--- src/rtl/mul_pkg.sv ---
// Shared types and helpers for the sequential Booth multiplier.
package mul_pkg;

    typedef enum logic [2:0] {
        ST_IDLE,
        ST_LOAD_M,
        ST_LOAD_Q,
        ST_ADDSUB,
        ST_SHIFT,
        ST_OUT_A,
        ST_OUT_Q
    } state_t;

    typedef enum logic [1:0] {
        OP_NOP,
        OP_ADD,
        OP_SUB
    } booth_op_t;

    function automatic int cnt_width(input int w);
        return $clog2(w) + 1;
    endfunction

    function automatic booth_op_t booth_op(input logic q0, input logic qm1);
        booth_op_t op;
        unique case ({q0, qm1})
            2'b10:   op = OP_SUB;
            2'b01:   op = OP_ADD;
            default: op = OP_NOP;
        endcase
        return op;
    endfunction

endpackage

--- src/rtl/booth_addsub.sv ---
// Combinational W-bit adder/subtractor for the Booth accumulator.
module booth_addsub #(
    parameter int W = 9
) (
    input  logic [W-1:0] a,
    input  logic [W-1:0] m,
    input  logic         sub,
    output logic [W-1:0] sum
);

    always_comb begin
        sum = sub ? (a - m) : (a + m);
    end

endmodule

--- src/rtl/booth_mul_seq.sv ---
// Sequential radix-2 Booth signed multiplier, product returned as hi/lo beats.
// Optional overflow flag on the last beat when BOOTH_MUL_OVF_EN is defined.
module booth_mul_seq
    import mul_pkg::*;
#(
    parameter int WIDTH = 8,
    parameter int CNT_W = cnt_width(WIDTH)
) (
    input  logic             clk,
    input  logic             rst,
    input  logic             start,
    input  logic [WIDTH-1:0] inbus,
    output logic [WIDTH-1:0] outbus,
    output logic             out_valid,
    output logic             out_hi,
    output logic             busy,
    output logic             done
`ifdef BOOTH_MUL_OVF_EN
    ,
    output logic             ovf
`endif
);

    state_t state;
    state_t state_nx;

    logic [WIDTH-1:0] m_reg;
    logic [WIDTH-1:0] q_reg;
    logic [WIDTH:0]   a_reg;
    logic             qm1;
    logic [CNT_W-1:0] cnt;

    booth_op_t      op;
    logic [WIDTH:0] m_ext;
    logic [WIDTH:0] a_sum;
    logic           last_iter;

    assign op        = booth_op(q_reg[0], qm1);
    assign m_ext     = {m_reg[WIDTH-1], m_reg};
    assign last_iter = (cnt == CNT_W'(WIDTH - 1));

    booth_addsub #(
        .W(WIDTH + 1)
    ) u_addsub (
        .a  (a_reg),
        .m  (m_ext),
        .sub(op == OP_SUB),
        .sum(a_sum)
    );

    always_ff @(posedge clk) begin
        if (rst) begin
            state <= ST_IDLE;
        end else begin
            state <= state_nx;
        end
    end

    always_comb begin
        state_nx = state;
        unique case (state)
            ST_IDLE:   if (start) state_nx = ST_LOAD_M;
            ST_LOAD_M: state_nx = ST_LOAD_Q;
            ST_LOAD_Q: state_nx = inbus[0] ? ST_ADDSUB : ST_SHIFT;
            ST_ADDSUB: state_nx = ST_SHIFT;
            ST_SHIFT: begin
                // The pair after this shift is {Q[1],Q[0]} of the current Q
                if (last_iter) begin
                    state_nx = ST_OUT_A;
                end else if (q_reg[1] != q_reg[0]) begin
                    state_nx = ST_ADDSUB;
                end else begin
                    state_nx = ST_SHIFT;
                end
            end
            ST_OUT_A:  state_nx = ST_OUT_Q;
            ST_OUT_Q:  state_nx = ST_IDLE;
            default:   state_nx = ST_IDLE;
        endcase
    end

    always_ff @(posedge clk) begin
        if (rst) begin
            m_reg <= '0;
            q_reg <= '0;
            a_reg <= '0;
            qm1   <= 1'b0;
            cnt   <= '0;
        end else begin
            unique case (state)
                ST_LOAD_M: m_reg <= inbus;
                ST_LOAD_Q: begin
                    q_reg <= inbus;
                    a_reg <= '0;
                    qm1   <= 1'b0;
                    cnt   <= '0;
                end
                ST_ADDSUB: a_reg <= a_sum;
                ST_SHIFT: begin
                    {a_reg, q_reg, qm1} <= {a_reg[WIDTH], a_reg, q_reg};
                    cnt                 <= cnt + CNT_W'(1);
                end
                default: ;
            endcase
        end
    end

    always_comb begin
        outbus    = '0;
        out_valid = 1'b0;
        out_hi    = 1'b0;
        done      = 1'b0;
        busy      = (state != ST_IDLE);
        unique case (1'b1)
            (state == ST_OUT_A): begin
                outbus    = a_reg[WIDTH-1:0];
                out_valid = 1'b1;
                out_hi    = 1'b1;
            end
            (state == ST_OUT_Q): begin
                outbus    = q_reg;
                out_valid = 1'b1;
                done      = 1'b1;
            end
            default: ;
        endcase
    end

`ifdef BOOTH_MUL_OVF_EN
    // Product fits in WIDTH signed bits only if the high half is all sign bits
    always_comb begin
        ovf = (state == ST_OUT_Q) &&
              (a_reg[WIDTH-1:0] != {WIDTH{q_reg[WIDTH-1]}});
    end
`endif

endmodule

--- config.mk ---
export PLATFORM = sky130hd
export DESIGN_NAME = booth_mul_seq
export DESIGN_NICKNAME = d
export VERILOG_FILES = /design/src/rtl/mul_pkg.sv /design/src/rtl/booth_addsub.sv /design/src/rtl/booth_mul_seq.sv
export SDC_FILE = /design/constraint.sdc
export NUM_CORES = 1
export LEC_CHECK = 0
export BUFFER_PORTS_ARGS = -buffer_cell sky130_fd_sc_hd__buf_2
export CORE_MARGIN = 2
export CORE_UTILIZATION = 50
export DETAILED_ROUTE_END_ITERATION = 6
export PLACE_DENSITY = 0.69
export SKIP_LAST_GASP = 1
export SYNTH_ARGS = -nofsm -noshare
export SYNTH_HDL_FRONTEND = slang
export SYNTH_SLANG_ARGS = --single-unit
--- constraint.sdc ---
create_clock -name clk -period 2.9 [get_ports clk]
set_input_delay 0.145 -clock clk [delete_from_list [all_inputs] [get_ports clk]]
set_output_delay 0.145 -clock clk [all_outputs]
set_load 0.01 [all_outputs]
* Word-level counts from Yosys, hierarchy flattened
Cells that the tools add are included.
Storage, ports and cells: register bits after elaboration 33, bits in latches 0, memory bits (writable) 0, bits in read-only memories 0, input bits 11, output and inout port bits 12, logic and storage cells 45, memories 0
Operators by class: $add $sub $neg 3, multiply operators 0, divide/modulo/power cells 0, magnitude comparators 0, equal/unequal tests 12, shifts and indexed selects 0, multiplexer cells 15, bitwise logic cells 1, reductions and logical operators 7
Operator list (number):
- one-hot mux 8 bit (2 select lines) | 2
- one-hot mux 9 bit (3 select lines) | 1
- one-hot mux 3 bit (6 select lines) | 1
- two-way mux 3 bit | 4
- adder 9 bit | 1
- == test 3 bit, second input constant | 3
- two-way mux 9 bit | 1
- subtractor 9 bit | 1
- one-hot mux 4 bit (2 select lines) | 1
- == test 3 x 2 -> 1 bit, second input constant | 2
- nonzero test 3 bit | 2
- adder 4 x 1 -> 4 bit, second input constant | 1
- == test 2 bit, second input constant | 2
- == test 4 x 3 -> 1 bit, second input constant | 1
- one-hot mux 2 bit (2 select lines) | 1
- nonzero test 2 bit | 2
- == test 3 x 1 -> 1 bit, second input constant | 1
- logical NOT 3 bit | 1
- two-way mux 1 bit | 3
- == test 2 x 1 -> 1 bit, second input constant | 1
- != test 2 bit, second input constant | 1
- one-hot mux 1 bit (2 select lines) | 1
- AND reduction 2 bit | 1
- OR reduction 2 bit | 1
- other kinds (2) | 2

* Depth between registers and ports, before layout
Gate-level depths: netlist of the first run.
word-level depth 5, depth in mapped cells 10, gate-level depth less buffers 10

* Cells and area by module
A second synthesis of the first run with hierarchy kept.
Second synthesis, totals: cell total of the unflattened synthesis 262, area total of the unflattened synthesis 2233.4 µm²
Modules (own cells, without submodules):
- booth_mul_seq | instances 1, cells each 193, area an instance 1709.1 µm², sequential area each 660.6 µm²
- booth_addsub | instances 1, cells each 69, area an instance 524.3 µm², sequential area each 0.0 µm²

* Worst setup path before layout of the first run
No wires, ideal clock.
path kind register -> register, start register q_reg[0], end register a_reg[8], setup time 0.134 ns, data arrival time 2.566 ns, data required time 2.766 ns, slack 0.199 ns, stages on the path, launching flop included 10, buffers on the path 1, period minus slack after synthesis 2.701 ns, path through dfxtp_1 > nor2b_1 > buf_2 > mux2i_1 > fa_1 > a211oi_1 > o21ai_0 > o21ai_0 > nor3_1 > or4_1
Between the ends: longest elaborated chain between the ends 5, elaborated cells on any way between the ends 6, classes of those cells eq/ne: 3; mux: 3
Ends and longest elaborated chain:
- start, declared | RTL line booth_mul_seq.sv:28 | logic [WIDTH-1:0] q_reg;
- start signal, assigned | RTL line booth_mul_seq.sv:93 | q_reg <= inbus;
- start signal, assigned | RTL line booth_mul_seq.sv:100 | {a_reg, q_reg, qm1} <= {a_reg[WIDTH], a_reg, q_reg};
- == test 2 x 1 -> 1 bit / == test 2 bit (equally long branches) | RTL line mul_pkg.sv:26 | unique case ({q0, qm1})
- one-hot mux 2 bit (2 select lines) (*) | RTL line mul_pkg.sv:26
- == test 2 bit (*) | RTL line booth_mul_seq.sv:47 | .sub(op == OP_SUB),
- two-way mux 9 bit (*) | RTL line booth_addsub.sv:12 | sum = sub ? (a - m) : (a + m);
- one-hot mux 9 bit (3 select lines) (*) | RTL line booth_mul_seq.sv:90 | unique case (state)
- end signal, assigned | RTL line booth_mul_seq.sv:98 | ST_ADDSUB: a_reg <= a_sum;
- end signal, assigned | RTL line booth_mul_seq.sv:100
- end, declared | RTL line booth_mul_seq.sv:29 | logic [WIDTH:0] a_reg;
Every way passes the cells marked *; elsewhere a longest branch is shown, timed or not. A chain may end at the register's enable or synchronous reset.

* Final worst setup path of the first run
start register m_reg[0], end register a_reg[8]
Between the ends: longest elaborated chain between the ends 3, elaborated cells on any way between the ends 4, classes of those cells add/sub: 2; mux: 2
Ends and longest elaborated chain:
- start, declared | RTL line booth_mul_seq.sv:27 | logic [WIDTH-1:0] m_reg;
- start signal, assigned | RTL line booth_mul_seq.sv:91 | ST_LOAD_M: m_reg <= inbus;
- adder 9 bit / subtractor 9 bit (equally long branches) | RTL line booth_addsub.sv:12
- two-way mux 9 bit (*) | RTL line booth_addsub.sv:12
- one-hot mux 9 bit (3 select lines) (*) | RTL line booth_mul_seq.sv:90
Marks and branches as above.

==> summary.md, run 1 <==
| Metric | Value |
|---|---|
| Status | finished clean |
| F_max | 0.3781 GHz |
| Flop and latch count out of synthesis | 33 |
| Drt drc | 0 |
| Crit path max fanout | 4 |
| Htree depth | 2 |
| Switching pwr | 0.4764 mW |
| Cts hold-fix bufs | 0 |
| Net count after synthesis | 295 |
| WS Path Type | register to register |
| Die height | 69.84 um |
| Crit. End Element | register |
| Leak | 0.9782 nW |
| Area Overhead vs Synth | 14.03% |
| Register area | 660.6 um^2 |
| Via count | 2058 |
| Row cnt | 23 |
| CTS sink cnt | 33 |
| Total GRT Usage | 22.54% |
| Clock Tree Root | clkbuf_8 |
| Top post-synthesis cells by area | dfxtp_1, nor2_1, ha_1 |
| Hold EP | m_reg[6] |
| Die footprint | 4877 um^2 |
| IO Pins | 23 |
| CP required | 3.08 ns |
| Number of global-route vias before repair | 1783 |
| Mean Syn Cell Area | 7.938 um^2 |
| Drt first pass iters | 4 |
| Setup Skew | 0.01101 ns |
| Via density | 5.931 |
| FF-to-FF End | a_reg[8] |
| CTS resizes | 0 |
| Worst path cell trace | inv_1 > ha_1 > mux2i_1 > fa_1 > a211oi_2 > o21ai_0 > o21ai_1 > nor3_1 > or4_1 |
| ANT nets after route | 0 |
| Endpoints failing hold | 0 |
| Tmin final | 2.645 ns |
| Worst r2r src | m_reg[0] |
| Clk pwr share | 31.4% |
| Least-Margin Pin Slew | 0.7379 ns |
| Clock-pin slew on the worst setup and hold paths | 0.08 ns |
| Main synth FF type | dfxtp_1 |
| Ant diodes | 0 |
| Fillers | 386 |
| Largest net degree at the start of global routing | 33 |
| Initial DRC count | 124 |
| Multi-input gate area in the final layout | 1409 um^2 |
| Hpwl dp | 3778 um |
| Register-to-Register Path Depth | 9 |
| Finish-stage setup viols | 0 |
| Combinational share of power | 32.1% |
| FF-to-FF setup slack | 0.26 ns |
| Share of synthesized registers carrying an async set or reset | 0% |
| TritonCTS buffer count | 5 |
| RSZ-0062 raised after global routing | no |
| Initial Utilization | 53.03% |
| Layout cell share with drive strength beyond 1 | 16.84% |
| Most numerous cell in the Yosys netlist | nor2_1 |
| Core Util, Final | 60.47% |
| Worst-Skew Late Latency | 0.29 ns |
| Yosys cell types | 49 |
| Synthesis warning total | 0 |
| Final worst-path cycle share | 91.20% |
| Top cell type's share of synthesized area | 30.48% |
| Port-buffer cells | 22 |
| Slew Limit Fails | 0 |
| Internal power | 0.9852 mW |
| Slowest CP cell | or4_1 |
| Max-slew headroom | 50.74% |
| Die Span X | 69.84 um |
| GP Congestion | 0.9051 |
| MaxCap Viol Count | 0 |
| Hold Crit Start | inbus[6] |
| Setup TNS | 0 ns |
| Area of the core | 4086 um^2 |
| Pwr/cell area | 591.5 nW/um^2 |
| CP arrival | 2.82 ns |
| Critical Path Max Stage Delay | 0.51 ns |
| Max clock buf depth | 2 |
| Routed WL per cell | 15.23 um |
| Synth top cells by count | nor2_1, dfxtp_1, nand2_1, a21oi_1, a311oi_1 |
| Netlist Area Pre-Place | 2167 um^2 |
| Hold Crit Class | input port to register |
| Hold depth | 3 |
| Post-synth EDFFs | 0 |
| Global-route wire length before repair | 8832 um |
| Cell taking the most area after synthesis | dfxtp_1 |
| Sequential Power Share | 36.6% |
| Post-synthesis sequential area ratio | 30.48% |
| Syn Inst Count | 273 |
| Initial antenna violation count | 0 |
| TritonCTS clock tree | done |
| Max FFs per register | 9 |
| Post-CTS Setup Inserts | 0 |
| Critical Path Source Type | register |
| Grt total ovfl | 0 |
| VDD IR-drop max | 0.0002737 V |
| Switching Share | 32.59% |
| Post-Route WL | 5284 um |
| Nets@finish | 318 |
-- worst max-delay path by stage --
| stage | endpoint | depth (start not counted) | from |
|---|---|---|---|
| 6_report | a_reg[8] | 9 | m_reg[0] |
| 5_1_grt | a_reg[8] | 9 | m_reg[0] |
| 2_1_floorplan | a_reg[8] | 9 | q_reg[0] |
| 3_3_place_gp | a_reg[8] | 10 | q_reg[0] |
| 3_5_place_dp | a_reg[8] | 9 | m_reg[0] |
| 4_1_cts | a_reg[8] | 9 | m_reg[0] |
-- per-layer routing --
metal	global-route usage, %	routed length, um
met1	31.28	2586
met2	33.97	2314
met3	4.797	279
met4	8.974	104
met5	0	0
-- final cells by class --
| cell class | instances | area share, % |
|---|---|---|
| multi-input combinational | 215 | 57.01 |
| clock inverter | 1 | 1.215 |
| sequential | 33 | 26.73 |
| clock buffer | 7 | 3.494 |
| inverter | 8 | 1.215 |
| tap | 50 | 2.532 |
| timing repair buffer | 33 | 7.797 |
-- logic make-up after synthesis --
kind of cell,synth area share (%)
AND/OR/NAND/NOR,25.58
AO/OA/AOI/OAI,25.63
flip-flops,30.48
buffers and inverters,4.734
adder cells (fa/ha/maj),6.697
XOR/XNOR,3.638
multiplexers,3.233
-- worst max-delay path, delay by kind of cell, from the launching register on --
kind	cells	cell delay [ns]
DFF	1	0.39
AOI/OAI and AO/OA	3	0.59
and+or+nand+nor	2	0.61
buffers and inverters	1	0.07
adders and majority gates	2	0.74
muxes	1	0.10
-- cell usage in the layout, fill, tap and decap left out, types with 6 or more instances in the layout --
cell type,count
buf_2,22
nor2_1,40
ha_1,10
a311oi_1,11
o21ai_0,9
clkbuf_8,6
xnor2_1,8
nand2_1,27
a22o_1,8
nor3_1,8
a21oi_1,18
buf_4,11
inv_1,8
mux2i_1,7
dfxtp_1,33
-- power by group through the flow --
stage          sequential [mW]  combinational (mW)  clock (mW)
2_1_floorplan            0.521               0.378           0
3_3_place_gp             0.542               0.457           0
3_5_place_dp             0.543               0.459           0
4_1_cts                  0.534               0.463       0.465
5_1_grt                  0.541               0.527       0.488
6_report                 0.534               0.469       0.458
-- through the flow --
stage	setup WS [ns]	hold WS, ns	cell area (um^2)	std cells	power [mW]
floorplan	0.1995	0.2836	2167	273	0.8992
global placement	0.2700	0.3927	2350	339	0.9993
detailed placement	0.1095	0.3934	2350	339	1.003
CTS	0.1269	0.09069	2466	347	1.462
global route	0.07159	0.09674	2471	347	1.555
finish	0.2553	0.09537	2471	347	1.462
Note: power is estimated with default switching activity, not from simulation.
==> inputs of run 2 (changes only) <==
--- a/config.mk
+++ b/config.mk
@@ -5,6 +5,7 @@
 export SDC_FILE = /design/constraint.sdc
 export NUM_CORES = 1
 export LEC_CHECK = 0
+export ABC_AREA = 1
 export BUFFER_PORTS_ARGS = -buffer_cell sky130_fd_sc_hd__buf_2
 export CORE_MARGIN = 2
 export CORE_UTILIZATION = 50
==> run 2 against run 1 <==
Effect of this change:
- combinational power rose by 96%
- worst setup slack improved by 0.26 ns
- synthesized cell count rose by 11%
- hold slack improved by 0.040 ns
- count of clock-buffer cells in the layout fell by 1
- utilization fell by 2.9 points
- non-clock buffer count fell by 11
- clock skew fell by 0.0063 ns
- via count fell by 3.8%
- clock power fell by 22%
- critical path type unchanged
- critical endpoint unchanged
- largest power group is now combinational logic
- highest routed layer unchanged
==> summary.md, run 2 <==
| Metric | Value |
|---|---|
| Post-CTS Setup Inserts | 0 (unchanged) |
| Drt first pass iters | 4 (unchanged) |
| Synth top cells by count | nand2_1, inv_1, dfxtp_1, a21oi_1, nand3_1 (was nor2_1, dfxtp_1, nand2_1, a21oi_1, a311oi_1) |
| Total GRT Usage | 22.56% (was 22.54%) |
| Slowest CP cell | ha_1 (was or4_1) |
| Worst path bufs/invs | 2 (was 1) |
| ANT nets after route | 0 (unchanged) |
| Hold Crit Start | start (was inbus[6]) |
| Crit path max fanout | 5 (was 4) |
| Final WS setup | 0.5183 ns (was 0.2553 ns) |
| Register-to-Register Path Depth | 14 (was 9) |
| Max FFs per register | 9 (unchanged) |
| FF-to-FF End | a_reg[8] (unchanged) |
| Finish-stage setup viols | 0 (unchanged) |
| Setup crit start | m_reg[1] (was m_reg[0]) |
| Met3 routed WL | 202 um (was 279 um) |
| Worst-Skew Late Latency | 0.28 ns (was 0.29 ns) |
| Crit. End Element | register (unchanged) |
| IO Pins | 23 (unchanged) |
| CP delay by family, top | simple AND/OR/NAND/NOR gates (was adder cells) |
| Via count | 1979 (was 2058) |
| GP Congestion | 0.8684 (was 0.9051) |
| Top post-synthesis cells by area | dfxtp_1, nand2_1, inv_1 (was dfxtp_1, nor2_1, ha_1) |
| Share of synthesized registers carrying an async set or reset | 0% (unchanged) |
| Nets@finish | 348 (was 318) |
| Least-Margin Pin Slew | 0.5133 ns (was 0.7379 ns) |
| VDD IR-drop max | 0.0003781 V (was 0.0002737 V) |
| Layout cell share with drive strength beyond 1 | 14.42% (was 16.84%) |
| Hpwl dp | 3701 um (was 3778 um) |
| Final total power | 1.851 mW (was 1.462 mW) |
| Largest net degree at the start of global routing | 26 (was 33) |
| Htree depth | 2 (unchanged) |
| Routed WL per cell | 12.97 um (was 15.23 um) |
| Met1 WL | 2450 um (was 2586 um) |
| Top cell type's share of synthesized area | 31.71% (was 30.48%) |
| Top Metal Used | met4 (unchanged) |
| Ant diodes | 0 (unchanged) |
| CP Depth | 14 (was 9) |
| Tmin final | 2.382 ns (was 2.645 ns) |
| RSZ-0062 raised after global routing | no (unchanged) |
| FF-to-FF setup slack | 0.52 ns (was 0.26 ns) |
| Netlist Area Pre-Place | 2083 um^2 (was 2167 um^2) |
| Die footprint | 4699 um^2 (was 4877 um^2) |
| Most used cell, CP | nand2_1 |
| Setup TNS | 0 ns (unchanged) |
| Worst r2r src | m_reg[1] (was m_reg[0]) |
| Die Span X | 68.55 um (was 69.84 um) |
| Initial Utilization | 52.08% (was 53.03%) |
| Flop and latch count out of synthesis | 33 (unchanged) |
| Endpoints failing hold | 0 (unchanged) |
| Leak | 0.9804 nW (was 0.9782 nW) |
| Pre-CTS setup slack | 0.5596 ns (was 0.1095 ns) |
| Number of global-route vias before repair | 1669 (was 1783) |
| Pwr/cell area | 803.5 nW/um^2 (was 591.5 nW/um^2) |
| Area Overhead vs Synth | 10.57% (was 14.03%) |
| Net count after synthesis | 326 (was 295) |
| Critical Path Max Stage Delay | 0.35 ns (was 0.51 ns) |
| Most frequent cells in the layout | nand2_1, inv_1, dfxtp_1 (was nor2_1, dfxtp_1, nand2_1) |
| CP arrival | 2.53 ns (was 2.82 ns) |
| CTS sink cnt | 33 (unchanged) |
| Setup Skew | 0.004687 ns (was 0.01101 ns) |
| Post-synth EDFFs | 0 (unchanged) |
| Main synth FF type | dfxtp_1 (unchanged) |
| Post-synthesis sequential area ratio | 31.71% (was 30.48%) |
| Drt drc | 0 (unchanged) |
| Area of the core | 4000 um^2 (was 4086 um^2) |
| WS Path Type | register to register (unchanged) |
| Design area | 2303 um^2 (was 2471 um^2) |
| Post-Route WL | 4878 um (was 5284 um) |
| Clock Tree Root | clkbuf_8 (unchanged) |
| Core Util, Final | 57.59% (was 60.47%) |
| CP required | 3.05 ns (was 3.08 ns) |
| Worst path cell trace | inv_1 > ha_1 > nand2_1 > o31ai_1 > xor2_1 > inv_1 > ha_1 > nand2_1 > nor3_1 > nand2_1 > nand2b_1 > nand3_1 > nand3_1 > a21oi_1 (was inv_1 > ha_1 > mux2i_1 > fa_1 > a211oi_2 > o21ai_0 > o21ai_1 > nor3_1 > or4_1) |
| Placed Area | 2213 um^2 (was 2350 um^2) |
| CTS resizes | 0 (unchanged) |
| Met2 wire len | 2175 um (was 2314 um) |
| F_max | 0.4199 GHz (was 0.3781 GHz) |
| Global-route wire length before repair | 7817 um (was 8832 um) |
| Yosys cell types | 37 (was 49) |
| Critical Path Source Type | register (unchanged) |
| Synthesis warning total | 0 (unchanged) |
| TritonCTS buffer count | 5 (unchanged) |
| Initial antenna violation count | 0 (unchanged) |
| Cell taking the most area after synthesis | dfxtp_1 (unchanged) |
| Initial DRC count | 118 (was 124) |
| Fillers | 394 (was 386) |
| Row cnt | 23 (unchanged) |
| Hold Crit Class | input port to register (unchanged) |
| TritonCTS clock tree | done (unchanged) |
| Max-slew headroom | 65.78% (was 50.74%) |
| MaxCap Viol Count | 0 (unchanged) |
| Most numerous cell in the Yosys netlist | nand2_1 (was nor2_1) |
| Port-buffer cells | 22 (unchanged) |
| Cts hold-fix bufs | 0 (unchanged) |
| Max clock buf depth | 2 (unchanged) |
| Mean Syn Cell Area | 6.853 um^2 (was 7.938 um^2) |
| Die height | 68.55 um (was 69.84 um) |
| Via density | 5.263 (was 5.931) |
| Clock-pin slew on the worst setup and hold paths | 0.07 ns (was 0.08 ns) |
| Slew Limit Fails | 0 (unchanged) |
| Commonest non-fill, non-tap cell in the layout | nand2_1 (was nor2_1) |
| Critical Path End | a_reg[8] (unchanged) |
| Final worst-path cycle share | 82.13% (was 91.20%) |
| Syn Inst Count | 304 (was 273) |
| Status | finished clean (unchanged) |
| Grt total ovfl | 0 (unchanged) |
[run 2: routing by layer]
| metal | vias to the layer above | track usage [%] |
|---|---|---|
| li1 | 1047 | - |
| met1 | 893 | 31.80 |
| met2 | 34 | 34.98 |
| met3 | 5 | 5.032 |
| met4 | 0 | 5.250 |
| met5 | - | 0 |
[run 2: cell type report]
class | instances | area [um^2] | area share [%]
Clock inverter | 1 | 7.507 | 0.3259
Sequential cell | 33 | 660.6 | 28.68
Inverter | 53 | 198.9 | 8.637
Tap cell | 50 | 62.56 | 2.716
Timing Repair Buffer | 22 | 110.1 | 4.780
Multi-Input combinational cell | 211 | 1181 | 51.28
Clock buffer | 6 | 82.58 | 3.585
[run 2: kinds of logic after synthesis]
kind of cell / share of synthesized area (%)
buf+inv: 11.59
flops: 31.71
compound gates: 21.74
simple gates: 25.05
xor+xnor: 2.943
fa+ha+maj: 6.967
[run 2: worst min path at each step]
stage | end | cells past startpoint
finish | state[0] | 3
detailed placement | state[0] | 3
CTS | state[0] | 3
global route | state[0] | 3
global placement | state[0] | 3
floorplan | m_reg[3] | 2
[run 2: per-stage QoR]
step,hold WS (ns),cells
2_1_floorplan,0.3095,304
3_3_place_gp,0.4360,369
3_5_place_dp,0.4393,369
4_1_cts,0.1372,376
5_1_grt,0.1778,376
6_report,0.1352,376
[run 2: worst min-delay path, cell delays in order]
cell	delay (ns)
buf_2	0.09
nor2_1	0.09
a211oi_1	0.04
[run 2: where the power goes]
group / switching (mW) / leakage, nW / total [mW] / internal [mW]
clock: 0.170 / 0.0433 / 0.358 / 0.188
combinational: 0.591 / 0.669 / 0.921 / 0.330
sequential: 0.0540 / 0.268 / 0.572 / 0.518
total: 0.815 / 0.980 / 1.85 / 1.04
